$ cat config.mk
export PLATFORM = sky130hd
export DESIGN_NAME = sd_block_responder_flat
export DESIGN_NICKNAME = d
export VERILOG_FILES = /design/src/rtl/sd_resp_pkg.sv /design/src/rtl/sd_block_responder_if.sv /design/src/rtl/sd_sector_stream.sv /design/src/rtl/sd_block_responder.sv /design/src/flat_wrapper.sv
export SDC_FILE = /design/constraint.sdc
export NUM_CORES = 1
export LEC_CHECK = 0
export BUFFER_PORTS_ARGS = -buffer_cell sky130_fd_sc_hd__buf_4
export CORE_MARGIN = 2
export CORE_UTILIZATION = 33
export DETAILED_ROUTE_END_ITERATION = 10
export HOLD_SLACK_MARGIN = 0.08
export PLACE_DENSITY_LB_ADDON = 0.1
export SYNTH_ARGS = -nofsm -noshare
export SYNTH_HDL_FRONTEND = slang
export SYNTH_SLANG_ARGS = --single-unit
$ cat constraint.sdc
create_clock -name clk_sys -period 3.2 [get_ports clk_sys]
set_clock_uncertainty 0.05 [all_clocks]
set_input_delay 0.64 -clock clk_sys [delete_from_list [all_inputs] [get_ports clk_sys]]
set_output_delay 0.64 -clock clk_sys [all_outputs]
set_load 0.01 [all_outputs]
$ cat src/rtl/sd_resp_pkg.sv
// rtl/sd_resp_pkg.sv - shared state encoding and sector geometry for the sector responder
package sd_resp_pkg;

  localparam int SECTOR_BYTES = 512;
  localparam int SECTOR_AW    = 9;

  typedef enum logic [2:0] {
    IDLE,
    WAIT,
    RD_FETCH,
    RD_STROBE,
    WR_ADDR,
    WR_SAMPLE,
    DONE
  } state_t;

endpackage

$ cat src/rtl/sd_block_responder_if.sv
// rtl/sd_block_responder_if.sv - core-side sector handshake and buffer port
interface sd_block_responder_if;
  import sd_resp_pkg::*;

  logic [31:0]          sd_lba;
  logic                 sd_rd;
  logic                 sd_wr;
  logic                 sd_ack;
  logic [SECTOR_AW-1:0] sd_buff_addr;
  logic [7:0]           sd_buff_dout;
  logic                 sd_buff_wr;
  logic [7:0]           sd_buff_din;

  modport master (
    output sd_lba, sd_rd, sd_wr, sd_buff_din,
    input  sd_ack, sd_buff_addr, sd_buff_dout, sd_buff_wr
  );

  modport slave (
    input  sd_lba, sd_rd, sd_wr, sd_buff_din,
    output sd_ack, sd_buff_addr, sd_buff_dout, sd_buff_wr
  );

endinterface

$ cat src/rtl/sd_sector_stream.sv
// rtl/sd_sector_stream.sv - byte index and inter-byte gap counter for one sector
module sd_sector_stream
  import sd_resp_pkg::*;
#(
  parameter int BYTE_GAP = 0
) (
  input  logic                 clk_sys,
  input  logic                 reset,
  input  logic                 clr_i,
  input  logic                 hold_i,
  output logic [SECTOR_AW-1:0] idx_o,
  output logic                 first_o,
  output logic                 step_o,
  output logic                 last_o
);

  localparam int GW = (BYTE_GAP > 0) ? $clog2(BYTE_GAP + 1) : 1;

  logic [SECTOR_AW-1:0] idx_q;
  logic [GW-1:0]        gap_q;

  // hold_i marks the second phase of a byte; it lasts 1+BYTE_GAP cycles
  assign first_o = (gap_q == '0);
  assign step_o  = hold_i && (gap_q == GW'(BYTE_GAP));
  assign last_o  = (idx_q == SECTOR_AW'(SECTOR_BYTES - 1));
  assign idx_o   = idx_q;

  always_ff @(posedge clk_sys or posedge reset) begin
    if (reset) begin
      idx_q <= '0;
      gap_q <= '0;
    end else begin
      if (clr_i)
        idx_q <= '0;
      else if (step_o && !last_o)
        idx_q <= idx_q + SECTOR_AW'(1);
      if (hold_i && !step_o)
        gap_q <= gap_q + GW'(1);
      else
        gap_q <= '0;
    end
  end

endmodule

$ cat src/rtl/sd_block_responder.sv
// rtl/sd_block_responder.sv - answers 512-byte sector read/write requests from a byte-wide store
module sd_block_responder
  import sd_resp_pkg::*;
#(
  parameter int LBA_W     = 4,
  parameter int ACK_DELAY = 4,
  parameter int BYTE_GAP  = 0
) (
  input  logic                       clk_sys,
  input  logic                       reset,
  sd_block_responder_if.slave        sd,
  output logic [LBA_W+SECTOR_AW-1:0] store_addr,
  output logic                       store_rd,
  input  logic [7:0]                 store_din,
  output logic                       store_wr,
  output logic [7:0]                 store_dout,
  output logic                       busy,
  output logic                       err
);

  localparam int WW = $clog2(ACK_DELAY) + 1;

  state_t                     state_q;
  logic [LBA_W-1:0]           lba_q;
  logic                       rd_q;
  logic [WW-1:0]              wait_q;
  logic                       ack_q, busy_q, err_q;
  logic                       store_rd_q, store_wr_q, buff_wr_q;
  logic [SECTOR_AW-1:0]       buff_addr_q;
  logic [7:0]                 buff_dout_q, store_dout_q;
  logic [LBA_W+SECTOR_AW-1:0] store_addr_q;

  logic                 clr, hold, first, step, last;
  logic [SECTOR_AW-1:0] idx, idx_nxt;

  assign clr     = (state_q == IDLE) || (state_q == WAIT);
  assign hold    = (state_q == RD_STROBE) || (state_q == WR_SAMPLE);
  assign idx_nxt = idx + SECTOR_AW'(1);

  sd_sector_stream #(.BYTE_GAP(BYTE_GAP)) u_stream (
    .clk_sys (clk_sys),
    .reset   (reset),
    .clr_i   (clr),
    .hold_i  (hold),
    .idx_o   (idx),
    .first_o (first),
    .step_o  (step),
    .last_o  (last)
  );

  always_ff @(posedge clk_sys or posedge reset) begin
    if (reset) begin
      state_q      <= IDLE;
      lba_q        <= '0;
      rd_q         <= 1'b0;
      wait_q       <= '0;
      ack_q        <= 1'b0;
      busy_q       <= 1'b0;
      err_q        <= 1'b0;
      store_rd_q   <= 1'b0;
      store_wr_q   <= 1'b0;
      buff_wr_q    <= 1'b0;
      buff_addr_q  <= '0;
      buff_dout_q  <= '0;
      store_dout_q <= '0;
      store_addr_q <= '0;
    end else begin
      store_rd_q <= 1'b0;
      store_wr_q <= 1'b0;
      buff_wr_q  <= 1'b0;
      case (state_q)
        IDLE: begin
          // read wins when both requests are raised together
          if (sd.sd_rd || sd.sd_wr) begin
            state_q <= WAIT;
            lba_q   <= sd.sd_lba[LBA_W-1:0];
            rd_q    <= sd.sd_rd;
            err_q   <= |sd.sd_lba[31:LBA_W];
            busy_q  <= 1'b1;
            wait_q  <= '0;
          end
        end
        WAIT: begin
          if (wait_q == WW'(ACK_DELAY - 1)) begin
            ack_q <= 1'b1;
            if (rd_q) begin
              state_q      <= RD_FETCH;
              store_rd_q   <= 1'b1;
              store_addr_q <= {lba_q, {SECTOR_AW{1'b0}}};
            end else begin
              state_q     <= WR_ADDR;
              buff_addr_q <= '0;
            end
          end else begin
            wait_q <= wait_q + WW'(1);
          end
        end
        RD_FETCH: state_q <= RD_STROBE;
        RD_STROBE: begin
          // store_din answers the fetch during the first cycle of this state only
          if (first) begin
            buff_wr_q   <= 1'b1;
            buff_addr_q <= idx;
            buff_dout_q <= err_q ? 8'hFF : store_din;
          end
          if (step) begin
            if (last) begin
              state_q <= DONE;
            end else begin
              state_q      <= RD_FETCH;
              store_rd_q   <= 1'b1;
              store_addr_q <= {lba_q, idx_nxt};
            end
          end
        end
        WR_ADDR: state_q <= WR_SAMPLE;
        WR_SAMPLE: begin
          if (first) begin
            store_dout_q <= sd.sd_buff_din;
            store_addr_q <= {lba_q, idx};
            store_wr_q   <= !err_q;
          end
          if (step) begin
            if (last) begin
              state_q <= DONE;
            end else begin
              state_q     <= WR_ADDR;
              buff_addr_q <= idx_nxt;
            end
          end
        end
        DONE: begin
          ack_q   <= 1'b0;
          busy_q  <= 1'b0;
          state_q <= IDLE;
        end
        default: state_q <= IDLE;
      endcase
    end
  end

  assign sd.sd_ack       = ack_q;
  assign sd.sd_buff_addr = buff_addr_q;
  assign sd.sd_buff_dout = buff_dout_q;
  assign sd.sd_buff_wr   = buff_wr_q;
  assign store_addr      = store_addr_q;
  assign store_rd        = store_rd_q;
  assign store_wr        = store_wr_q;
  assign store_dout      = store_dout_q;
  assign busy            = busy_q;
  assign err             = err_q;

endmodule

$ cat src/flat_wrapper.sv
// flat-port wrapper written by rule: the top's interface ports become plain ports
module sd_block_responder_flat import sd_resp_pkg::*;
#(
  parameter int LBA_W     = 4,
  parameter int ACK_DELAY = 4,
  parameter int BYTE_GAP  = 0
)
  (clk_sys, reset, store_addr, store_rd, store_din, store_wr, store_dout, busy, err, sd_sd_lba, sd_sd_rd, sd_sd_wr, sd_sd_buff_din, sd_sd_ack, sd_sd_buff_addr, sd_sd_buff_dout, sd_sd_buff_wr);
  sd_block_responder_if sd_i ();
  input  logic clk_sys;
  input  logic reset;
  output logic [LBA_W+SECTOR_AW-1:0] store_addr;
  output logic store_rd;
  input  logic [7:0] store_din;
  output logic store_wr;
  output logic [7:0] store_dout;
  output logic busy;
  output logic err;
  input wire logic [$bits(sd_i.sd_lba)-1:0] sd_sd_lba;
  input wire logic [$bits(sd_i.sd_rd)-1:0] sd_sd_rd;
  input wire logic [$bits(sd_i.sd_wr)-1:0] sd_sd_wr;
  input wire logic [$bits(sd_i.sd_buff_din)-1:0] sd_sd_buff_din;
  output wire logic [$bits(sd_i.sd_ack)-1:0] sd_sd_ack;
  output wire logic [$bits(sd_i.sd_buff_addr)-1:0] sd_sd_buff_addr;
  output wire logic [$bits(sd_i.sd_buff_dout)-1:0] sd_sd_buff_dout;
  output wire logic [$bits(sd_i.sd_buff_wr)-1:0] sd_sd_buff_wr;
  assign sd_i.sd_lba = sd_sd_lba;
  assign sd_i.sd_rd = sd_sd_rd;
  assign sd_i.sd_wr = sd_sd_wr;
  assign sd_i.sd_buff_din = sd_sd_buff_din;
  assign sd_sd_ack = sd_i.sd_ack;
  assign sd_sd_buff_addr = sd_i.sd_buff_addr;
  assign sd_sd_buff_dout = sd_i.sd_buff_dout;
  assign sd_sd_buff_wr = sd_i.sd_buff_wr;
  sd_block_responder #(.LBA_W(LBA_W), .ACK_DELAY(ACK_DELAY), .BYTE_GAP(BYTE_GAP)) u_core (.clk_sys(clk_sys), .reset(reset), .sd(sd_i), .store_addr(store_addr), .store_rd(store_rd), .store_din(store_din), .store_wr(store_wr), .store_dout(store_dout), .busy(busy), .err(err));
endmodule
==> results.rst, run 1 <==
.. list-table::
   :header-rows: 1

   * - Metric
     - Value
   * - Starting Density
     - 0.344
   * - Maximum vdd ir drop
     - 0.421 mV
   * - Cell variety after synth
     - 46
   * - Run status
     - complete, no violations
   * - Power per cell area
     - 694 nW/um2
   * - Mean number of vias per cell
     - 4.90
   * - Post-place setup slack
     - 0.580 ns
   * - Max cap viols
     - 0
   * - Number of placed I/O pins
     - 96
   * - Final critical-path share of the clock period
     - 0.829
   * - Gpl congestion
     - 0.816
   * - Pin count of the biggest net entering global routing
     - 37
   * - Post-CTS setup-driven buffer insertion count
     - 0
   * - Worst Setup Start Kind
     - flop
   * - Port Buffer Count
     - 95
   * - Die X-Extent
     - 103 um
   * - Top cell type by total area after synthesis
     - dfrtp_1
   * - Post-CTS Resized
     - 0
   * - Transition at the pin with the smallest max-transition slack
     - 0.762 ns
   * - Antenna Violating Nets Remaining
     - 0
   * - Number of global-route vias before repair
     - 2,496
   * - Drt drc
     - 0
   * - Total negative slack for setup checks
     - 0 ns
   * - Cell types with the highest counts after synthesis
     - dfrtp_1, nor2_1, mux2_2
   * - Post-cts hold buffer count
     - 0
   * - Average routed wire per standard cell
     - 14.7 um
   * - Top cells by area in the synthesized netlist
     - dfrtp_1, mux2_2, o21ai_0
   * - Overall die height
     - 103 um
   * - Final wirelength
     - 7.71 mm
   * - Number of H-tree levels
     - 3
   * - Post-layout power
     - 2.89 mW
   * - Number of pins with negative max-slew slack in the final report
     - 0
   * - Standard-cell rows
     - 35
   * - Maximum net fanout on the critical path
     - 18
   * - Clock net sink count
     - 65
   * - Overall die area
     - 10,500 um2
   * - Antenna diode instance count
     - 0
   * - Count of yosys warnings during synthesis
     - 0
   * - Synthesized cell area
     - 3210 um2
   * - Post-CTS clock slew at the launch and capture registers of the worst setup and hold paths
     - 0.07 ns
   * - Global-route wire length before repair
     - 12.7 mm
   * - Proportion of netlist area held by the largest area contributor
     - 0.507
   * - Worst Hold Class
     - input port to asynchronous set/reset pin
   * - Mean cell area of the mapped netlist
     - 10.5 um2
   * - PnR worst setup slack
     - 0.546 ns
   * - Setup Viol. Count Final
     - 0
   * - Data required, critical path
     - 3.38 ns
   * - Data arrival time of the critical path
     - 2.83 ns
   * - Floorplan Core Area
     - 9330 um2
   * - Async SR Flop Fraction
     - 1.00
   * - Highest clock rate
     - 377 MHz
   * - GRT Residual Overflow
     - 0
   * - Count of nets after finishing
     - 449
   * - Setup repair after global routing missed its margin
     - false
   * - Fraction of layout cells with a size suffix above 1
     - 0.374
   * - Via count
     - 2,574
   * - Critical Path End Type
     - flop
   * - Shortest clock period the worst path allows after layout
     - 2.65 ns
   * - Synth Instances
     - 307
   * - Number of buffers inserted during clock tree synthesis
     - 9
   * - Number of synthesized flops with an enable pin
     - 0
   * - Initial antenna violation count
     - 0
   * - Hold Slack
     - 0.396 ns
   * - Number of nets in the synthesized netlist
     - 363
   * - Rel. slew slack
     - 0.491
   * - Static Leak
     - 1.92 nW
   * - Most used flip-flop cell after synthesis
     - dfrtp_1
   * - Post-DP HPWL
     - 5.49 mm
   * - Critical path class
     - flop to flop
   * - Number of synthesized register bits
     - 65
   * - Root buffer cell
     - clkbuf_8
   * - Most instantiated library cell after synthesis
     - dfrtp_1
   * - Fraction of the yosys area taken by sequential cells
     - 0.507
   * - Count of final hold-check violations
     - 0
   * - Number of DRC markers in iteration 0
     - 79
   * - Area growth from synthesis to layout
     - 30.0%
   * - Deepest clock path buffer count
     - 2
   * - Insertion delay of the later-clocked pin in the worst-skew pair
     - 0.34 ns
   * - First-pass DRT Iterations
     - 4
   * - TritonCTS clock tree
     - done
   * - GRT Total Usage
     - 0.158
-- final timing paths --
path                            cells after the start                         to  slack, ns                      from
min in group clk_sys                                1       u_core.store_addr[2]       0.44      u_core.store_addr[2]
worst max-delay path                                7   u_core.u_stream.idx_o[6]       0.55  u_core.u_stream.idx_o[0]
worst min register to register                      1       u_core.store_addr[2]       0.44      u_core.store_addr[2]
worst max register to register                      7   u_core.u_stream.idx_o[6]       0.55  u_core.u_stream.idx_o[0]
worst min-delay path                                2       u_core.store_dout[3]       0.40                     reset
max in group asynchronous                           3  u_core.sd.sd_buff_dout[5]       2.00                     reset
-- routing by layer --
layer  up-vias  track usage  part of all wire
met4         0       0.0513             0.014
met5         -            0                 0
met2        71        0.237              0.45
met3         7       0.0597             0.067
met1      1224        0.211              0.47
li1       1272            -                 -
-- critical path, stage by stage, from the launching register on --
cell and delay, ns:
dfrtp_1 0.47, ha_1 0.31, nand4_1 0.15, nor2_1 0.07, ha_1 0.24, or3_1 0.68
mux2_4 0.40, a21o_1 0.17
-- flip-flops by register name, indices dropped and copies added, names as in the netlist, 3 cells and up --
signal	cells
u_core.store_addr	13
u_core.sd.sd_buff_addr	9
u_core.u_stream.idx_o	9
u_core.sd.sd_buff_dout	8
u_core.store_dout	8
u_core.lba_q	4
u_core.state_q	3
u_core.wait_q	3
-- cell type report --
class,instances,area [um2]
sequential,65,1630
fill,882,5150
timing repair buffer,99,743
multi-input combinational,208,1420
clock inverter,3,42.5
clock buffer,11,141
tap,129,161
inverter,10,37.5
-- metrics by stage --
stage / instances / cell area, um2 / utilization
after global routing: 525 / 4170 / 0.447
after CTS: 525 / 4170 / 0.447
final: 525 / 4170 / 0.447
after floorplan: 307 / 3210 / -
after global placement: 511 / 3990 / 0.428
after detailed placement: 511 / 3990 / 0.428
-- cells in the final DEF, fill, tap and decap left out, types with 3 or more instances in the layout --
| master | count |
|---|---|
| a31oi_1 | 14 |
| inv_1 | 9 |
| ha_1 | 4 |
| nor2_1 | 28 |
| a21oi_1 | 13 |
| o21ai_0 | 23 |
| mux2_2 | 24 |
| nand2b_1 | 5 |
| nand3_1 | 8 |
| buf_4 | 99 |
| o22ai_1 | 4 |
| mux2_1 | 10 |
| clkbuf_8 | 10 |
| o2bb2ai_1 | 3 |
| a31o_2 | 3 |
| mux2i_1 | 4 |
| nand4_1 | 4 |
| nor4_1 | 8 |
| nand2_1 | 17 |
| dfrtp_1 | 65 |
| nand3b_1 | 3 |
| nor3_1 | 5 |
| or3_1 | 4 |
-- cell families (layout without fill, tap and decap cells) --
family	after synthesis	after routing	share of synthesized area
compound gates	68	68	0.131
fa+ha+maj	5	5	0.0187
flops	65	65	0.507
simple gates	92	92	0.147
buf+inv	34	123	0.0511
other cells	1	1	0.00117
xor+xnor	3	3	0.00819
mux	39	39	0.136
-- report_power, final --
part           total (mW)  leakage (nW)  switching [mW]  internal (mW)
clock network       0.696        0.0913           0.324          0.372
registers            1.18         0.796           0.178           1.01
logic                1.01          1.03           0.506          0.507
total                2.89          1.92            1.01           1.89
(Power assumes the default switching activity.)
==> inputs of run 2 (changes only) <==
==> constraint.sdc (replaced) <==
create_clock -name clk_sys -period 2.6 [get_ports clk_sys]
set_clock_uncertainty 0.05 [all_clocks]
set_input_delay 0.52 -clock clk_sys [delete_from_list [all_inputs] [get_ports clk_sys]]
set_output_delay 0.52 -clock clk_sys [all_outputs]
set_load 0.01 [all_outputs]
==> run 2 against run 1 <==
  * Sequential cell count did not move
  * Utilization grew 0.79 points
  * Global-route usage fell by 0.18 points
  * Register-to-register slack got worse by 0.32 ns
  * Clock-buffer cell count increased by 1
  * Clock power rose by 28%
  * Final cell count grew 0.95%
  * Die area did not move
  * Critical path depth is the same
  * Worst setup slack worse by 0.32 ns
  * First-iteration DRC count up 37%
  * Largest cell class unchanged
==> results.rst, run 2 (same netlist as run 1, synthesis figures left out) <==
.. list-table::
   :header-rows: 1

   * - Metric
     - Value
   * - Switching power
     - 1.24 mW (+23%)
   * - Worst R2R Path Depth
     - 7 (unchanged)
   * - Antenna Violating Nets Remaining
     - 0 (unchanged)
   * - Mean number of vias per cell
     - 4.90 (about the same)
   * - First-pass DRT Iterations
     - 4 (unchanged)
   * - Rel. slew slack
     - 0.564 (+0.0725)
   * - Total negative slack for setup checks
     - 0 ns (unchanged)
   * - Combinational share of power
     - 0.369 (+0.019)
   * - Root buffer cell
     - clkbuf_8
   * - Post-DP HPWL
     - 5.52 mm (+0.53%)
   * - Power per cell area
     - 862 nW/um2 (+24%)
   * - Drt drc
     - 0 (unchanged)
   * - Insertion delay of the later-clocked pin in the worst-skew pair
     - 0.34 ns (about the same)
   * - Number of global-route vias before repair
     - 2,448 (-1.9%)
   * - Port Buffer Count
     - 95 (unchanged)
   * - Setup repair after global routing missed its margin
     - false
   * - Via count
     - 2,598 (+0.93%)
   * - Number of cells on the critical path
     - 7 (unchanged)
   * - Highest clock rate
     - 422 MHz (+12%)
   * - Number of DRC markers in iteration 0
     - 108 (+37%)
   * - Shortest clock period the worst path allows after layout
     - 2.37 ns (-0.284 ns)
   * - Number of H-tree levels
     - 3 (unchanged)
   * - Antenna diode instance count
     - 0 (unchanged)
   * - Number of buffers inserted during clock tree synthesis
     - 9 (unchanged)
   * - Most common cell type on the critical path
     - ha_1
   * - Count of final hold-check violations
     - 0 (unchanged)
   * - Average routed wire per standard cell
     - 14.5 um (-1.3%)
   * - Delay contributed by the slowest stage of the critical path
     - 0.45 ns (-0.23 ns)
   * - Critical path class
     - flop to flop
   * - Deepest clock path buffer count
     - 2 (unchanged)
   * - Floorplan Core Area
     - 9330 um2 (unchanged)
   * - Run status
     - complete, no violations
   * - Fraction of layout cells with a size suffix above 1
     - 0.387 (+0.0128)
   * - Number of flip-flops in the largest register
     - 13 (unchanged)
   * - Sequential share of power
     - 0.387 (-0.022)
   * - Final wirelength
     - 7.69 mm (-0.31%)
   * - Overall die area
     - 10,500 um2 (unchanged)
   * - Transition at the pin with the smallest max-transition slack
     - 0.654 ns (-0.108 ns)
   * - Pin count of the biggest net entering global routing
     - 66 (+78%)
   * - Int Power
     - 2.42 mW (+29%)
   * - Clock net sink count
     - 65 (unchanged)
   * - Worst Hold Class
     - input port to asynchronous set/reset pin
   * - GRT Total Usage
     - 0.156 (-0.00183)
   * - PnR worst setup slack
     - 0.230 ns (-0.316 ns)
   * - Clock network fraction of design power
     - 0.244 (+0.003)
   * - Initial antenna violation count
     - 0 (unchanged)
   * - Max cap viols
     - 0 (unchanged)
   * - Data required, critical path
     - 2.77 ns (-0.61 ns)
   * - Worst Setup Start Kind
     - flop
   * - Leading cell types in the layout, fill and taps excluded
     - buf_4, dfrtp_1, nor2_1
   * - Crit-path cells
     - ha_1 > nand4_1 > nor2_1 > ha_1 > a21oi_1 > o221a_2 > mux2_2
   * - Overall die height
     - 103 um (unchanged)
   * - Post-CTS clock slew at the launch and capture registers of the worst setup and hold paths
     - 0.07 ns (about the same)
   * - Post-route standard cell area excluding fillers
     - 4250 um2 (+1.8%)
   * - Starting Density
     - 0.344 (unchanged)
   * - Die X-Extent
     - 103 um (unchanged)
   * - Net switching share of the total power
     - 0.338 (-0.0105)
   * - Static Leak
     - 1.96 nW (+2.0%)
   * - Post-place setup slack
     - 0.175 ns (-0.406 ns)
   * - Number of placed I/O pins
     - 96 (unchanged)
   * - Setup slack on the worst flop-to-flop path
     - 0.23 ns (-0.32 ns)
   * - Gpl congestion
     - 0.795 (-2.6%)
   * - CP delay by family, top
     - compound AO/OA/AOI/OAI gates
   * - Most frequent standard cell in the layout excluding fill and tap cells
     - buf_4
   * - Critical Path End Type
     - flop
   * - Standard-cell rows
     - 35 (unchanged)
   * - Count of nets after finishing
     - 454 (+1.1%)
   * - Buffers & Inverters on Critical Path
     - 0 (unchanged)
   * - Number of pins with negative max-slew slack in the final report
     - 0 (unchanged)
   * - Final critical-path share of the clock period
     - 0.912 (+0.0823)
   * - Maximum net fanout on the critical path
     - 13 (-5)
   * - CP max-delay cell
     - dfrtp_1
   * - Maximum vdd ir drop
     - 0.432 mV (+2.7%)
   * - TritonCTS clock tree
     - done
   * - Data arrival time of the critical path
     - 2.54 ns (-0.29 ns)
   * - GRT Residual Overflow
     - 0 (unchanged)
   * - Cell area after placement
     - 4040 um2 (+1.3%)
   * - Post-cts hold buffer count
     - 0 (unchanged)
   * - Setup Viol. Count Final
     - 0 (unchanged)
   * - Global-route wire length before repair
     - 12.6 mm (-0.33%)
   * - Area growth from synthesis to layout
     - 32.3%
==> run 2: per-stage QoR <==
stage | instances | hold slack, ns | total power, mW | utilization
final | 530 | 0.196 | 3.66 | 0.455
after global placement | 516 | 0.419 | 2.78 | 0.433
after detailed placement | 516 | 0.427 | 2.80 | 0.433
after CTS | 530 | 0.214 | 3.71 | 0.455
after floorplan | 307 | 0.410 | 2.31 | -
after global routing | 530 | 0.230 | 3.91 | 0.455
==> run 2: worst paths after layout <==
kind	from	endpoint
setup / recovery	u_core.u_stream.idx_o[1]	u_core.store_addr[8]
hold / removal	reset	u_core.store_dout[3]
setup reg to reg	u_core.u_stream.idx_o[1]	u_core.store_addr[8]
hold reg to reg	u_core.lba_q[0]	u_core.store_addr[9]
max in group asynchronous	reset	u_core.state_q[2]
min in group clk_sys	sd_sd_buff_din[5]	u_core.store_dout[5]
==> run 2: worst register-to-register path: stages (launching register included) <==
cell,delay (ns)
dfrtp_1,0.45
ha_1,0.29
nand4_1,0.15
nor2_1,0.06
ha_1,0.24
a21oi_1,0.18
o221a_2,0.45
mux2_2,0.38
==> run 2: what timing repair did <==
| item | 4_1_cts | 5_1_grt |
|---|---|---|
| endpoints found under the hold margin | 0 | 0 |
| buffers inserted | 0 | 0 |
| endpoints found under the setup margin | 0 | 4 |
| resized for setup | 0 | 1 |
==> run 2: cell type report <==
cell class / instances / area, um2
clock buffer: 12 / 165
clock inverter: 2 / 37.5
fill: 857 / 5080
inverter: 10 / 37.5
multi-input combinational: 208 / 1430
sequential: 65 / 1630
tap: 129 / 161
timing repair buffer: 104 / 793
==> run 2: power by group through the flow <==
stage	clock network, mW	registers, mW	logic, mW
2_1_floorplan	0	1.42	0.884
3_3_place_gp	0	1.43	1.35
3_5_place_dp	0	1.43	1.36
4_1_cts	0.925	1.42	1.37
5_1_grt	0.967	1.45	1.49
6_report	0.892	1.42	1.35
==> run 2: layer usage <==
metal | vias to the layer above | track usage | part of all wire
met2 | 78 | 0.238 | 0.47
met4 | 0 | 0.0523 | 0.014
met3 | 9 | 0.0508 | 0.063
met5 | - | 0 | 0
li1 | 1280 | - | -
met1 | 1231 | 0.210 | 0.45
==> inputs of run 3 (changes only) <==
--- a/config.mk
+++ b/config.mk
@@ -5,6 +5,7 @@
 export SDC_FILE = /design/constraint.sdc
 export NUM_CORES = 1
 export LEC_CHECK = 0
+export ABC_AREA = 1
 export BUFFER_PORTS_ARGS = -buffer_cell sky130_fd_sc_hd__buf_4
 export CORE_MARGIN = 2
 export CORE_UTILIZATION = 33
==> run 3 against run 2 <==
  * Register-to-register slack improved by 0.15 ns
  * Power up 3.3%
  * Worst setup slack improved by 0.15 ns
  * Sequential cell count is the same
  * Critical path depth up 5
  * Utilization is 0.11 points higher
  * Die area down 2.0%
  * Largest power group unchanged
==> results.rst, run 3 <==
.. list-table::
   :header-rows: 1

   * - Metric
     - Value
   * - Starting Density
     - 0.340 (-0.00405)
   * - Total negative slack for setup checks
     - 0 ns (unchanged)
   * - Worst reg2reg endpoint
     - u_core.store_addr[8]
   * - Global-route wire length before repair
     - 12.9 mm (+1.8%)
   * - Post-CTS Resized
     - 0 (unchanged)
   * - Post-CTS clock slew at the launch and capture registers of the worst setup and hold paths
     - 0.08 ns (about the same)
   * - Worst Hold Class
     - input port to asynchronous set/reset pin
   * - Cell variety after synth
     - 28 (-39%)
   * - Delay contributed by the slowest stage of the critical path
     - 0.40 ns (-0.05 ns)
   * - Floorplan Core Area
     - 9240 um2 (-0.94%)
   * - Fraction of layout cells with a size suffix above 1
     - 0.267 (-0.119)
   * - Filler cells
     - 927 (+8.2%)
   * - Data arrival time of the critical path
     - 2.44 ns (-0.10 ns)
   * - Top cell type by total area after synthesis
     - dfrtp_1
   * - Top cells by area in the synthesized netlist
     - dfrtp_1, nand2_1, nor2_1
   * - Port Buffer Count
     - 95 (unchanged)
   * - Static Leak
     - 2.16 nW (+10%)
   * - Setup slack on the worst flop-to-flop path
     - 0.38 ns (+0.15 ns)
   * - Mean cell area of the mapped netlist
     - 7.86 um2 (-25%)
   * - Shortest clock period the worst path allows after layout
     - 2.22 ns (-0.155 ns)
   * - Critical Path End Type
     - flop
   * - Post-cts hold buffer count
     - 0 (unchanged)
   * - Drt drc
     - 0 (unchanged)
   * - Number of DRC markers in iteration 0
     - 112 (+3.7%)
   * - Root buffer cell
     - clkbuf_8
   * - Post-CTS setup-driven buffer insertion count
     - 0 (unchanged)
   * - Standard-cell rows
     - 35 (unchanged)
   * - Crit-path cells
     - ha_1 > nand2_1 > nor2_1 > nand3_1 > nor2_1 > ha_1 > nand4_1 > nand2_2 > inv_1 > nand2_2 > nand2_1 > nand2_1
   * - GRT Residual Overflow
     - 0 (unchanged)
   * - Area of the multi-input gates
     - 1340 um2 (-6.0%)
   * - Rel. slew slack
     - 0.654 (+0.0903)
   * - Global routing usage on met1
     - 0.212 (+0.00155)
   * - Setup Viol. Count Final
     - 0 (unchanged)
   * - CP max-delay cell
     - dfrtp_1
   * - Proportion of netlist area held by the largest area contributor
     - 0.518 (+0.0109)
   * - Global Route met2 Usage
     - 0.248 (+0.0102)
   * - Number of pins with negative max-slew slack in the final report
     - 0 (unchanged)
   * - Die X-Extent
     - 102 um (-1.0%)
   * - Number of buffers inserted during clock tree synthesis
     - 9 (unchanged)
   * - Most frequent standard cell in the layout excluding fill and tap cells
     - nand2_1
   * - Number of synthesized register bits
     - 65 (unchanged)
   * - Leading cell types in the layout, fill and taps excluded
     - nand2_1, buf_4, dfrtp_1
   * - Number of placed I/O pins
     - 96 (unchanged)
   * - Power per cell area
     - 897 nW/um2 (+4.0%)
   * - Gpl congestion
     - 0.862 (+8.5%)
   * - CP delay by family, top
     - simple AND/OR/NAND/NOR gates
   * - Deepest clock path buffer count
     - 2 (unchanged)
   * - Via count
     - 2,847 (+9.6%)
   * - Async SR Flop Fraction
     - 1.00 (unchanged)
   * - Met3 layer usage reported by global route
     - 0.0462 (-0.00461)
   * - Maximum vdd ir drop
     - 0.355 mV (-18%)
   * - Cell total after placement
     - 618 (+20%)
   * - Final wirelength
     - 7.79 mm (+1.3%)
   * - Clock net sink count
     - 65 (unchanged)
   * - Highest clock rate
     - 451 MHz (+7.0%)
   * - Fraction of the yosys area taken by sequential cells
     - 0.518 (+0.0109)
   * - Number of global-route vias before repair
     - 2,780 (+14%)
   * - Overall die area
     - 10,300 um2 (-2.0%)
   * - Setup repair after global routing missed its margin
     - false
   * - Synthesized cell area
     - 3140 um2 (-2.1%)
   * - Count of yosys warnings during synthesis
     - 0 (unchanged)
   * - Data required, critical path
     - 2.82 ns (+0.05 ns)
   * - Synth Instances
     - 400 (+30%)
   * - Run status
     - complete, no violations
   * - Initial antenna violation count
     - 0 (unchanged)
   * - Post-layout power
     - 3.78 mW (+3.3%)
   * - Critical path class
     - flop to flop
   * - Max cap viols
     - 0 (unchanged)
   * - Count of nets after finishing
     - 556 (+22%)
   * - Area growth from synthesis to layout
     - 34.2%
   * - Worst R2R Path Depth
     - 12 (+5)
   * - TritonCTS clock tree
     - done
   * - Reg2reg start
     - u_core.u_stream.idx_o[0]
   * - Maximum net fanout on the critical path
     - 13 (unchanged)
   * - GRT Total Usage
     - 0.161 (+0.00504)
   * - Number of nets in the synthesized netlist
     - 456 (+26%)
   * - Overall die height
     - 102 um (-1.0%)
   * - Count of final hold-check violations
     - 0 (unchanged)
   * - Post-DP HPWL
     - 5.56 mm (+0.64%)
   * - Post-Layout Cell Count
     - 634 (+20%)
   * - Most instantiated library cell after synthesis
     - nand2_1
   * - Number of flip-flops in the largest register
     - 13 (unchanged)
   * - Transition at the pin with the smallest max-transition slack
     - 0.517 ns (-0.137 ns)
   * - Pin count of the biggest net entering global routing
     - 66 (unchanged)
   * - Number of synthesized flops with an enable pin
     - 0 (unchanged)
   * - Register Area
     - 1630 um2 (unchanged)
   * - Antenna diode instance count
     - 0 (unchanged)
   * - Gr busiest metal
     - met2
   * - Mean number of vias per cell
     - 4.49 (-8.4%)
   * - Antenna Violating Nets Remaining
     - 0 (unchanged)
   * - Worst Setup Start Kind
     - flop
   * - Average routed wire per standard cell
     - 12.3 um (-15%)
   * - Buffers & Inverters on Critical Path
     - 1 (+1)
   * - Number of H-tree levels
     - 3 (unchanged)
   * - Insertion delay of the later-clocked pin in the worst-skew pair
     - 0.34 ns (about the same)
   * - First-pass DRT Iterations
     - 4 (unchanged)
   * - Most common cell type on the critical path
     - nand2_1
   * - Final critical-path share of the clock period
     - 0.852 (-0.0594)
   * - Cell types with the highest counts after synthesis
     - nand2_1, dfrtp_1, nor2_1
   * - Most used flip-flop cell after synthesis
     - dfrtp_1
==> run 3: cell types whose count changed in the layout (fill, tap and decap cells not counted), sizes merged, moves of 14 or more <==
cell / before / now
a31oi: 14 / 0
mux2: 35 / 0
nand2: 17 / 167
inv: 10 / 29
nand3: 8 / 26
nor2: 30 / 53
==> run 3: worst max-delay path by stage <==
stage                             startpoint                     to  slack, ns  cells past startpoint
floorplan                              reset            u_core.busy       0.40                      1
global placement    u_core.u_stream.idx_o[0]   u_core.store_addr[5]       0.45                     12
detailed placement  u_core.u_stream.idx_o[0]   u_core.store_addr[9]       0.39                     12
CTS                 u_core.u_stream.idx_o[0]   u_core.store_addr[8]       0.36                     12
global route        u_core.u_stream.idx_o[0]  u_core.store_addr[10]       0.08                     12
finish              u_core.u_stream.idx_o[0]   u_core.store_addr[8]       0.38                     12
==> run 3: final cells by class <==
| cell class | count | area share |
|---|---|---|
| sequential | 65 | 0.386 |
| multi-input combinational | 297 | 0.318 |
| timing repair buffer | 98 | 0.177 |
| tap | 129 | 0.0383 |
| clock buffer | 10 | 0.0326 |
| inverter | 29 | 0.0264 |
| clock inverter | 6 | 0.0217 |
==> run 3: per-layer routing <==
metal / vias up / part of all wire
li1: 1472 / -
met1: 1282 / 0.47
met2: 84 / 0.45
met3: 9 / 0.065
met4: 0 / 0.014
met5: - / 0
==> run 3: through the flow <==
| step | instance area, um2 | hold WS (ns) | worst slack [ns] | utilization |
|---|---|---|---|---|
| global placement | 3990 | 0.403 | 0.445 | 0.432 |
| floorplan | 3140 | 0.392 | 0.404 | - |
| global route | 4220 | 0.189 | 0.0830 | 0.456 |
| detailed placement | 3990 | 0.409 | 0.391 | 0.432 |
| CTS | 4220 | 0.192 | 0.356 | 0.456 |
| finish | 4220 | 0.173 | 0.384 | 0.456 |
==> run 3: logic make-up after synthesis <==
kind of cell / Yosys count / synth area share
AOI/OAI and AO/OA: 41 / 0.0705
xor gates and xnor gates: 2 / 0.00557
adders and majority gates: 4 / 0.0159
buffers and inverters: 38 / 0.0561
DFF: 65 / 0.518
other: 1 / 0.00119
and+or+nand+nor: 249 / 0.333
==> run 3: worst min-delay path: stages <==
cell and delay, ns:
buf_4 0.11, inv_2 0.06, buf_12 0.29
==> run 3: power by group <==
part | internal, mW | switching, mW
combinational | 0.509 | 0.851
sequential | 1.25 | 0.190
clock | 0.567 | 0.416
total | 2.32 | 1.46
